--- config.mk ---
export PLATFORM = sky130hd
export DESIGN_NAME = ctrl_mc
export DESIGN_NICKNAME = d
export VERILOG_FILES = /design/src/rtl/ctrl_mc.sv
export SDC_FILE = /design/constraint.sdc
export NUM_CORES = 1
export LEC_CHECK = 0
export CAP_MARGIN = 20
export CORE_MARGIN = 2
export CORE_UTILIZATION = 44
export DETAILED_ROUTE_END_ITERATION = 16
export PLACE_DENSITY = 0.85
export RECOVER_POWER = 25
export SYNTH_ARGS = -nofsm -noshare
export SYNTH_HDL_FRONTEND = slang
export SYNTH_SLANG_ARGS = --single-unit
export TNS_END_PERCENT = 10
--- constraint.sdc ---
create_clock -name clk -period 2.51 [get_ports clk]
set_clock_uncertainty 0.15 [all_clocks]
set_input_delay 0.3765 -clock clk [delete_from_list [all_inputs] [get_ports clk]]
set_output_delay 0.3765 -clock clk [all_outputs]
set_load 0.02 [all_outputs]
--- src/rtl/ctrl_mc.sv ---
// ctrl_mc: multicycle control sequencer for the SISC datapath.
// The sequencer moves through START, FETCH, DECODE, EXECUTE, MEM, MEM_WAIT and WRITEBACK.
// It decodes the opcode to drive the PC, IR, RF, ALU and DMEM controls.
// Conditional branches are resolved in DECODE against stat & mm.
// LOD/STR wait on a DMEM handshake. A handshake that never arrives is cut off after
// MEM_TMO wait cycles: the sequencer sets the sticky mem_err flag and parks in HALT.
// The control outputs are a pure decode of the state register plus the IR and status fields.
// This lets DECODE react to the IR loaded at the end of FETCH, and lets an asynchronous
// reset drop any memory request at once.
module ctrl_mc #(
    parameter int OP_W     = 4,
    parameter int ALU_OP_W = 4,
    parameter int MEM_TMO  = 15,
    parameter int WCNT_W   = 4
) (
    input  logic                clk,
    input  logic                rst_f,
    input  logic [OP_W-1:0]     opcode,
    input  logic [3:0]          mm,
    input  logic [3:0]          stat,
    input  logic                mem_ack,
    output logic                rf_we,
    output logic                wb_sel,
    output logic [ALU_OP_W-1:0] alu_op,
    output logic                br_sel,
    output logic                pc_rst,
    output logic                pc_write,
    output logic                pc_sel,
    output logic                ir_load,
    output logic                dm_re,
    output logic                dm_we,
    output logic                halted,
    output logic                mem_err
);

    // Opcode map (zero-extended to OP_W); unlisted encodings behave as NOOP.
    localparam logic [OP_W-1:0] OP_NOOP   = OP_W'(4'd0);
    localparam logic [OP_W-1:0] OP_REG_OP = OP_W'(4'd1);
    localparam logic [OP_W-1:0] OP_REG_IM = OP_W'(4'd2);
    localparam logic [OP_W-1:0] OP_BRA    = OP_W'(4'd4);
    localparam logic [OP_W-1:0] OP_BRR    = OP_W'(4'd5);
    localparam logic [OP_W-1:0] OP_BNE    = OP_W'(4'd6);
    localparam logic [OP_W-1:0] OP_BNR    = OP_W'(4'd7);
    localparam logic [OP_W-1:0] OP_LOD    = OP_W'(4'd10);
    localparam logic [OP_W-1:0] OP_STR    = OP_W'(4'd11);
    localparam logic [OP_W-1:0] OP_HLT    = OP_W'(4'd15);

    // ALU operation codes used by the sequencer.
    localparam logic [ALU_OP_W-1:0] ALU_ZERO = ALU_OP_W'(3'd0);
    localparam logic [ALU_OP_W-1:0] ALU_ONE  = ALU_OP_W'(3'd1);
    localparam logic [ALU_OP_W-1:0] ALU_TWO  = ALU_OP_W'(3'd2);
    localparam logic [ALU_OP_W-1:0] ALU_IMM  = ALU_OP_W'(3'd3);
    localparam logic [ALU_OP_W-1:0] ALU_ADDR = ALU_OP_W'(3'd4);

    // Wait-counter constants.
    localparam logic [WCNT_W-1:0] WCNT_ZERO = {WCNT_W{1'b0}};
    localparam logic [WCNT_W-1:0] WCNT_ONE  = WCNT_W'(1'b1);
    localparam logic [WCNT_W-1:0] WCNT_TMO  = WCNT_W'(MEM_TMO);

    typedef enum logic [2:0] {
        S_START     = 3'd0,
        S_FETCH     = 3'd1,
        S_DECODE    = 3'd2,
        S_EXECUTE   = 3'd3,
        S_MEM       = 3'd4,
        S_MEM_WAIT  = 3'd5,
        S_WRITEBACK = 3'd6,
        S_HALT      = 3'd7
    } state_t;

    state_t              state_r;
    logic [WCNT_W-1:0]   wait_cnt_r;
    logic                mem_err_r;

    logic                is_lod_s;
    logic                is_str_s;
    logic                is_mem_s;
    logic                is_rf_wr_s;
    logic                is_abs_br_s;
    logic                taken_s;

    // Branch resolution: BRA/BRR take on any selected CC set, BNE/BNR on none set.
    function automatic logic br_taken(input logic [OP_W-1:0] op,
                                      input logic [3:0]      cc,
                                      input logic [3:0]      mask);
        logic hit;
        hit = ((cc & mask) != 4'd0);
        case (op)
            OP_BRA, OP_BRR: br_taken = hit;
            OP_BNE, OP_BNR: br_taken = !hit;
            default:        br_taken = 1'b0;
        endcase
    endfunction

    // ALU operation during EXECUTE.
    function automatic logic [ALU_OP_W-1:0] alu_exec(input logic [OP_W-1:0] op);
        case (op)
            OP_REG_OP:      alu_exec = ALU_ONE;
            OP_REG_IM:      alu_exec = ALU_IMM;
            OP_LOD, OP_STR: alu_exec = ALU_ADDR;
            default:        alu_exec = ALU_ZERO;
        endcase
    endfunction

    // ALU operation during MEM and MEM_WAIT (holds the address for memory ops).
    function automatic logic [ALU_OP_W-1:0] alu_mem(input logic [OP_W-1:0] op);
        case (op)
            OP_REG_OP:      alu_mem = ALU_ZERO;
            OP_REG_IM:      alu_mem = ALU_TWO;
            OP_LOD, OP_STR: alu_mem = ALU_ADDR;
            default:        alu_mem = ALU_ZERO;
        endcase
    endfunction

    // Opcode classification shared by the FSM and the output decode.
    always_comb begin
        is_lod_s    = (opcode == OP_LOD);
        is_str_s    = (opcode == OP_STR);
        is_mem_s    = is_lod_s || is_str_s;
        is_rf_wr_s  = (opcode == OP_REG_OP) || (opcode == OP_REG_IM) || is_lod_s;
        is_abs_br_s = (opcode == OP_BRA) || (opcode == OP_BNE);
        taken_s     = br_taken(opcode, stat, mm);
    end

    // Sequencer state, DMEM wait counter and sticky timeout flag.
    always_ff @(posedge clk or negedge rst_f) begin
        if (!rst_f) begin
            state_r    <= S_START;
            wait_cnt_r <= WCNT_ZERO;
            mem_err_r  <= 1'b0;
        end else begin
            case (state_r)
                S_START: begin
                    state_r <= S_FETCH;
                end
                S_FETCH: begin
                    state_r <= S_DECODE;
                end
                S_DECODE: begin
                    if (opcode == OP_HLT) begin
                        state_r <= S_HALT;
                    end else begin
                        state_r <= S_EXECUTE;
                    end
                end
                S_EXECUTE: begin
                    state_r <= S_MEM;
                end
                S_MEM: begin
                    if (is_mem_s && !mem_ack) begin
                        state_r    <= S_MEM_WAIT;
                        wait_cnt_r <= WCNT_ONE;
                    end else begin
                        state_r <= S_WRITEBACK;
                    end
                end
                S_MEM_WAIT: begin
                    if (mem_ack) begin
                        state_r    <= S_WRITEBACK;
                        wait_cnt_r <= WCNT_ZERO;
                    end else if (wait_cnt_r == WCNT_TMO) begin
                        state_r   <= S_HALT;
                        mem_err_r <= 1'b1;
                    end else begin
                        wait_cnt_r <= wait_cnt_r + WCNT_ONE;
                    end
                end
                S_WRITEBACK: begin
                    state_r <= S_FETCH;
                end
                S_HALT: begin
                    state_r <= S_HALT;
                end
                default: begin
                    state_r <= S_START;
                end
            endcase
        end
    end

    // Moore output decode: everything low unless the current state asserts it.
    always_comb begin
        rf_we    = 1'b0;
        wb_sel   = 1'b0;
        alu_op   = ALU_ZERO;
        br_sel   = 1'b0;
        pc_rst   = 1'b0;
        pc_write = 1'b0;
        pc_sel   = 1'b0;
        ir_load  = 1'b0;
        dm_re    = 1'b0;
        dm_we    = 1'b0;
        halted   = 1'b0;
        case (state_r)
            S_START: begin
                pc_rst = 1'b1;
            end
            S_FETCH: begin
                ir_load  = 1'b1;
                pc_write = 1'b1;
                pc_sel   = 1'b0;
            end
            S_DECODE: begin
                if (taken_s) begin
                    pc_sel   = 1'b1;
                    pc_write = 1'b1;
                    br_sel   = is_abs_br_s;
                end else begin
                    pc_sel   = 1'b0;
                    pc_write = 1'b0;
                    br_sel   = 1'b0;
                end
            end
            S_EXECUTE: begin
                alu_op = alu_exec(opcode);
            end
            S_MEM, S_MEM_WAIT: begin
                alu_op = alu_mem(opcode);
                dm_re  = is_lod_s;
                dm_we  = is_str_s;
            end
            S_WRITEBACK: begin
                rf_we  = is_rf_wr_s;
                wb_sel = is_lod_s;
            end
            S_HALT: begin
                halted = 1'b1;
            end
            default: begin
                pc_rst = 1'b0;
            end
        endcase
    end

    // The timeout flag is observed directly from its register.
    assign mem_err = mem_err_r;

endmodule

# Yosys cells after proc, flatten, opt, wreduce, memory -nomap -nowiden
# Index checks and enable logic that the tools add are counted.
# Widths: inputs -> output; s select.
[totals] output_inout_bits=15 reg_bits=8 n_memories=0 mem_bits_ro=0 mem_bits_rw=0 wordCells=68 input_bits=15 latch_bits=0
[op_classes] eq_ne=20 reduce_logical=17 shift=0 muxes=25 n_mul=0 addsub=1 div_mod_pow=0 bitwise_logic=2 n_lt_le_gt_ge=0
[op_table] cell="$pmux 3 s7" n=1
[op_table] cell="$eq 4x3->1 const B" n=4
[op_table] cell="$eq 4x4->1 const B" n=4
[op_table] cell="$eq 3x3->1 const B" n=4
[op_table] cell="$mux 4" n=3
[op_table] cell="$pmux 3 s2" n=2
[op_table] cell="$mux 1" n=11
[op_table] cell="$reduce_or 2->1" n=5
[op_table] cell="$mux 3" n=3
[op_table] cell="$pmux 3 s3" n=1
[op_table] cell="$pmux 4 s2" n=1
[op_table] cell="$eq 3x2->1 const B" n=2
[op_table] cell="$ne 3x3->1 const B" n=2
[op_table] cell="$reduce_and 3->1" n=2
[op_table] cell="$add 4x1->4 const B" n=1
[op_table] cell="$and 4x4->4" n=1
[op_table] cell="$eq 4x1->1 const B" n=1
[op_table] cell="$eq 4x2->1 const B" n=1
[op_table] cell="$logic_or 1x1->1" n=4
[op_table] cell="$pmux 1 s2" n=2
[op_table] cell="$reduce_bool 4->1" n=1
[op_table] cell="$eq 3x1->1 const B" n=1
[op_table] cell="$logic_not 3->1" n=1
[op_table] cell="$logic_not 1->1" n=2
[op_table] cell="5 further kinds" n=5

# Longest topological paths before layout
[depth] ltp_word=6 depth_mapped=6 ltp_nobuf=5

# Least setup slack after synthesis
# No wires, ideal clock.
[synth_path] path_kind="reg-to-output" start="register state_r[2]" end="output port alu_op[1]" required_time_ns=1.984 path_slack_ns=0.510 n_path_buf=1 path_stages_with_launch=5 arrival_time_ns=1.474 cell_sequence="dfrtp_1 buf_6 and2b_1 a21oi_1 nor4_1"
[synth_between] elab_chain_len=3 elab_cells_between_ends=5 cone_classes="eq/ne: 3; mux: 1; reduce/logical: 1"
[synth_lines] item="start, declared" line="71" source="state_t state_r;"
[synth_lines] item="start signal, assigned" line="128" source="state_r <= S_START;"
[synth_lines] item="start signal, assigned" line="134" source="state_r <= S_FETCH;"
[synth_lines] item="start signal, assigned" line="137" source="state_r <= S_DECODE;"
[synth_lines] item="$eq 3x3->1" line="194" source="case (state_r)"
[synth_lines] item="$reduce_or 2->1" line="194"
[synth_lines] item="$pmux 3 s2 *" line="194"
[synth_lines] item="end, declared" line="24" source="output logic [ALU_OP_W-1:0] alu_op,"
# Mark *: on every way between the ends. The rest lies on a longest branch, timed or not.

# Worst setup path after layout
[layout_path] start="input port opcode[2]" end="output port alu_op[2]"
[layout_between] elab_chain_len=4 elab_cells_between_ends=8 cone_classes="eq/ne: 4; mux: 3; reduce/logical: 1"
[layout_lines] item="start, declared" line="18" source="input logic [OP_W-1:0] opcode,"
[layout_lines] item="$eq 4x4->1" line="97, 107"
[layout_lines] item="$reduce_or 2->1" line="97, 107"
[layout_lines] item="$pmux 3 s3 / $pmux 3 s2 (equally long branches)" line="97, 107"
[layout_lines] item="$pmux 3 s2 *" line="194"
# Marked as above.

==> metrics <==
antenna cells=0; clock latency on the worst-skew pair=0.26 ns; Power Total=between 800 and 900 uW; clock tree sinks=8; MaxCap Viol Count=0; DR vias=between 700 and 800; CTS tree=done; clock-pin slew on the worst setup and hold paths=0.05 ns; startpoint type of the worst setup path=input port; met1 Track Usage GR=roughly 27%; share of layout cells above drive strength 1=a little under a fifth; commonest cells after routing, fill and taps aside=clkdlybuf4s50_1, buf_4, dfrtp_1; Buf/Inv on CP=3; post-synthesis cell type count=38; vias in the first global route=between 700 and 800; DRT Pass-1 Iters=4; Post-synth EDFFs=0; Antenna Nets Post-Route=0; Max Fanout on Critical Path=6; critical-path cell list=clkdlybuf4s50_1 > buf_4 > nand3b_1 > nor2_1 > clkdlybuf4s50_1; Die X=44.1 um; Post-DP HPWL=1.52 mm; critical path type=input port to output pin; area added between synthesis and finish=48.0%; grt total ovfl=0; Leak Pwr=about 0.46 nW; Post-Synthesis Cell Area=about 710 um^2; routed len/inst=13.7 um; worst vdd ir=roughly 0.00055 V; sequential area share after synthesis=between 20% and 30%; Chip Height=44.1 um; setup TNS=0 ns; CP Data Required Time=~2.0 ns; largest net degree at the start of global routing=13; first-pass GRT wire length=3.26 mm; WL final=approximately 1.8 mm; Starting Density=46.9%; # Post-CTS Setup Buffers=0; syn nets=a little over 100; RSZ-0062 raised after global routing=false; GR Util met2=39.7%; area share of the leading cell type in the synthesized netlist=28.3%; die area=approximately 0.0019 mm^2; total track usage=around 22%; Clock Tree Buf Depth=2; drt via density=~5.6; most common library cell in the layout ignoring fill and taps=clkdlybuf4s50_1; PwrDens=823 mW/mm^2; final hold vios=0; Synth area leader=dfrtp_1; io pins=30; crit path DAT=between 1.5 and 2 ns; initial antenna violation count=0; IO Port Bufs=28; Hold Path Class=input port to asynchronous set/reset pin; f_max=about 410 MHz; grt peak-use layer=met2; CP Capture Type=output pin; #FFs+latches synth=8; Worst path top cell family by delay=buffers and inverters; Final Wtd Congestion=approximately 0.75; DRC errors left=0; max-slew violations=0; row count=14; Synth warnings=0; NumNets Final=~140; Core Footprint=~0.0015 mm^2; Setup violations, final=0; GR met3 Demand/Resource=between 8 and 9%; Num CTS Buffers=3; CP dominant cell by count=clkdlybuf4s50_1; status=complete, no violations; fin crit share=96.5%; Post-synth ARST share=100%; Initial DRC Count=3; ys flop type=dfrtp_1; min Tclk post-route=approximately 2.4 ns; Avg Cell Area, Syn=about 8.3 um^2; slowest CP cell=clkdlybuf4s50_1; clock root cell=clkbuf_4; Gate Count Post-Synth=85; Area contributors post-synth=dfrtp_1, nand3_1, a21oi_1; largest stage delay on the critical path=0.61 ns; H-tree lvl count=1
==> cell type report <==
type	count	area, um^2
clock buffer	3	22.5
fill	132	460
tap	16	20.0
timing repair buffer	37	335
sequential	8	201
inverter	2	7.51
multi-input combinational	68	459
==> cell families (layout without fill, tap and decap cells) <==
family	after synthesis	count (layout)	synth area share, %
compound gates	19	19	18.4
xor+xnor	3	3	3.72
fa+ha+maj	1	1	1.77
buf+inv	9	42	7.79
flops	8	8	28.3
other cells	1	1	0.530
simple gates	44	44	39.5
==> power breakdown <==
group	switching [mW]	internal, mW
Sequential	0.0868	0.189
Combinational	0.240	0.247
Clock	0.0442	0.0547
==> through the flow <==
stage	cell area, um^2	util, %	std cells	hold slack [ns]	worst slack (ns)
after floorplan	707	-	85	-0.0691	0.510
after global placement	1030	68.2	131	0.311	-0.200
after detailed placement	1030	68.2	131	0.319	-0.241
after CTS	1050	69.4	134	0.256	0.0378
after global routing	1050	69.4	134	0.328	0.0188
final	1050	69.4	134	0.320	0.0873
==> worst paths after layout <==
path                            slack [ns]                   endpoint                      start  depth (start not counted)
worst max-delay path                  0.09                  alu_op[2]                  opcode[2]                          5
worst min-delay path                  0.32  wait_cnt_r[1]$_DFFE_PN0P_                      rst_f                          1
worst min register to register        0.33        mem_err$_DFFE_PN0P_        mem_err$_DFFE_PN0P_                          1
min in group clk                      0.33        mem_err$_DFFE_PN0P_        mem_err$_DFFE_PN0P_                          1
worst max register to register        0.79  wait_cnt_r[0]$_DFFE_PN0P_  wait_cnt_r[0]$_DFFE_PN0P_                          5
max in group asynchronous             1.60     state_r[2]$_DFFE_PN0P_                      rst_f                          1
==> layer usage <==
layer	part of all wire [%]	wire [um]	vias to the layer above
met5	0	0	-
met2	54	981	15
met1	42	775	366
met3	3.7	68	2
met4	0.33	6	0
li1	-	-	368
==> registers in the layout (all words and copies together), names as in the netlist <==
signal / flops
state_r: 3
mem_err: 1
wait_cnt_r: 4
==> what timing repair did <==
item,CTS,global route
setup endpoints to repair,9,4
hold buffers,0,0
endpoints found under the hold margin,0,0
resized for setup,10,5
==> cells in the mapped netlist (all sizes together) (3+ instances only) <==
cell type,number
dfrtp,8
nand3,6
nor2,6
nor3,6
a21oi,5
buf,5
nand2,5
o21ai,5
and2b,3
nand2b,3
nand3b,3
o21bai,3
(Power assumes the default switching activity.)
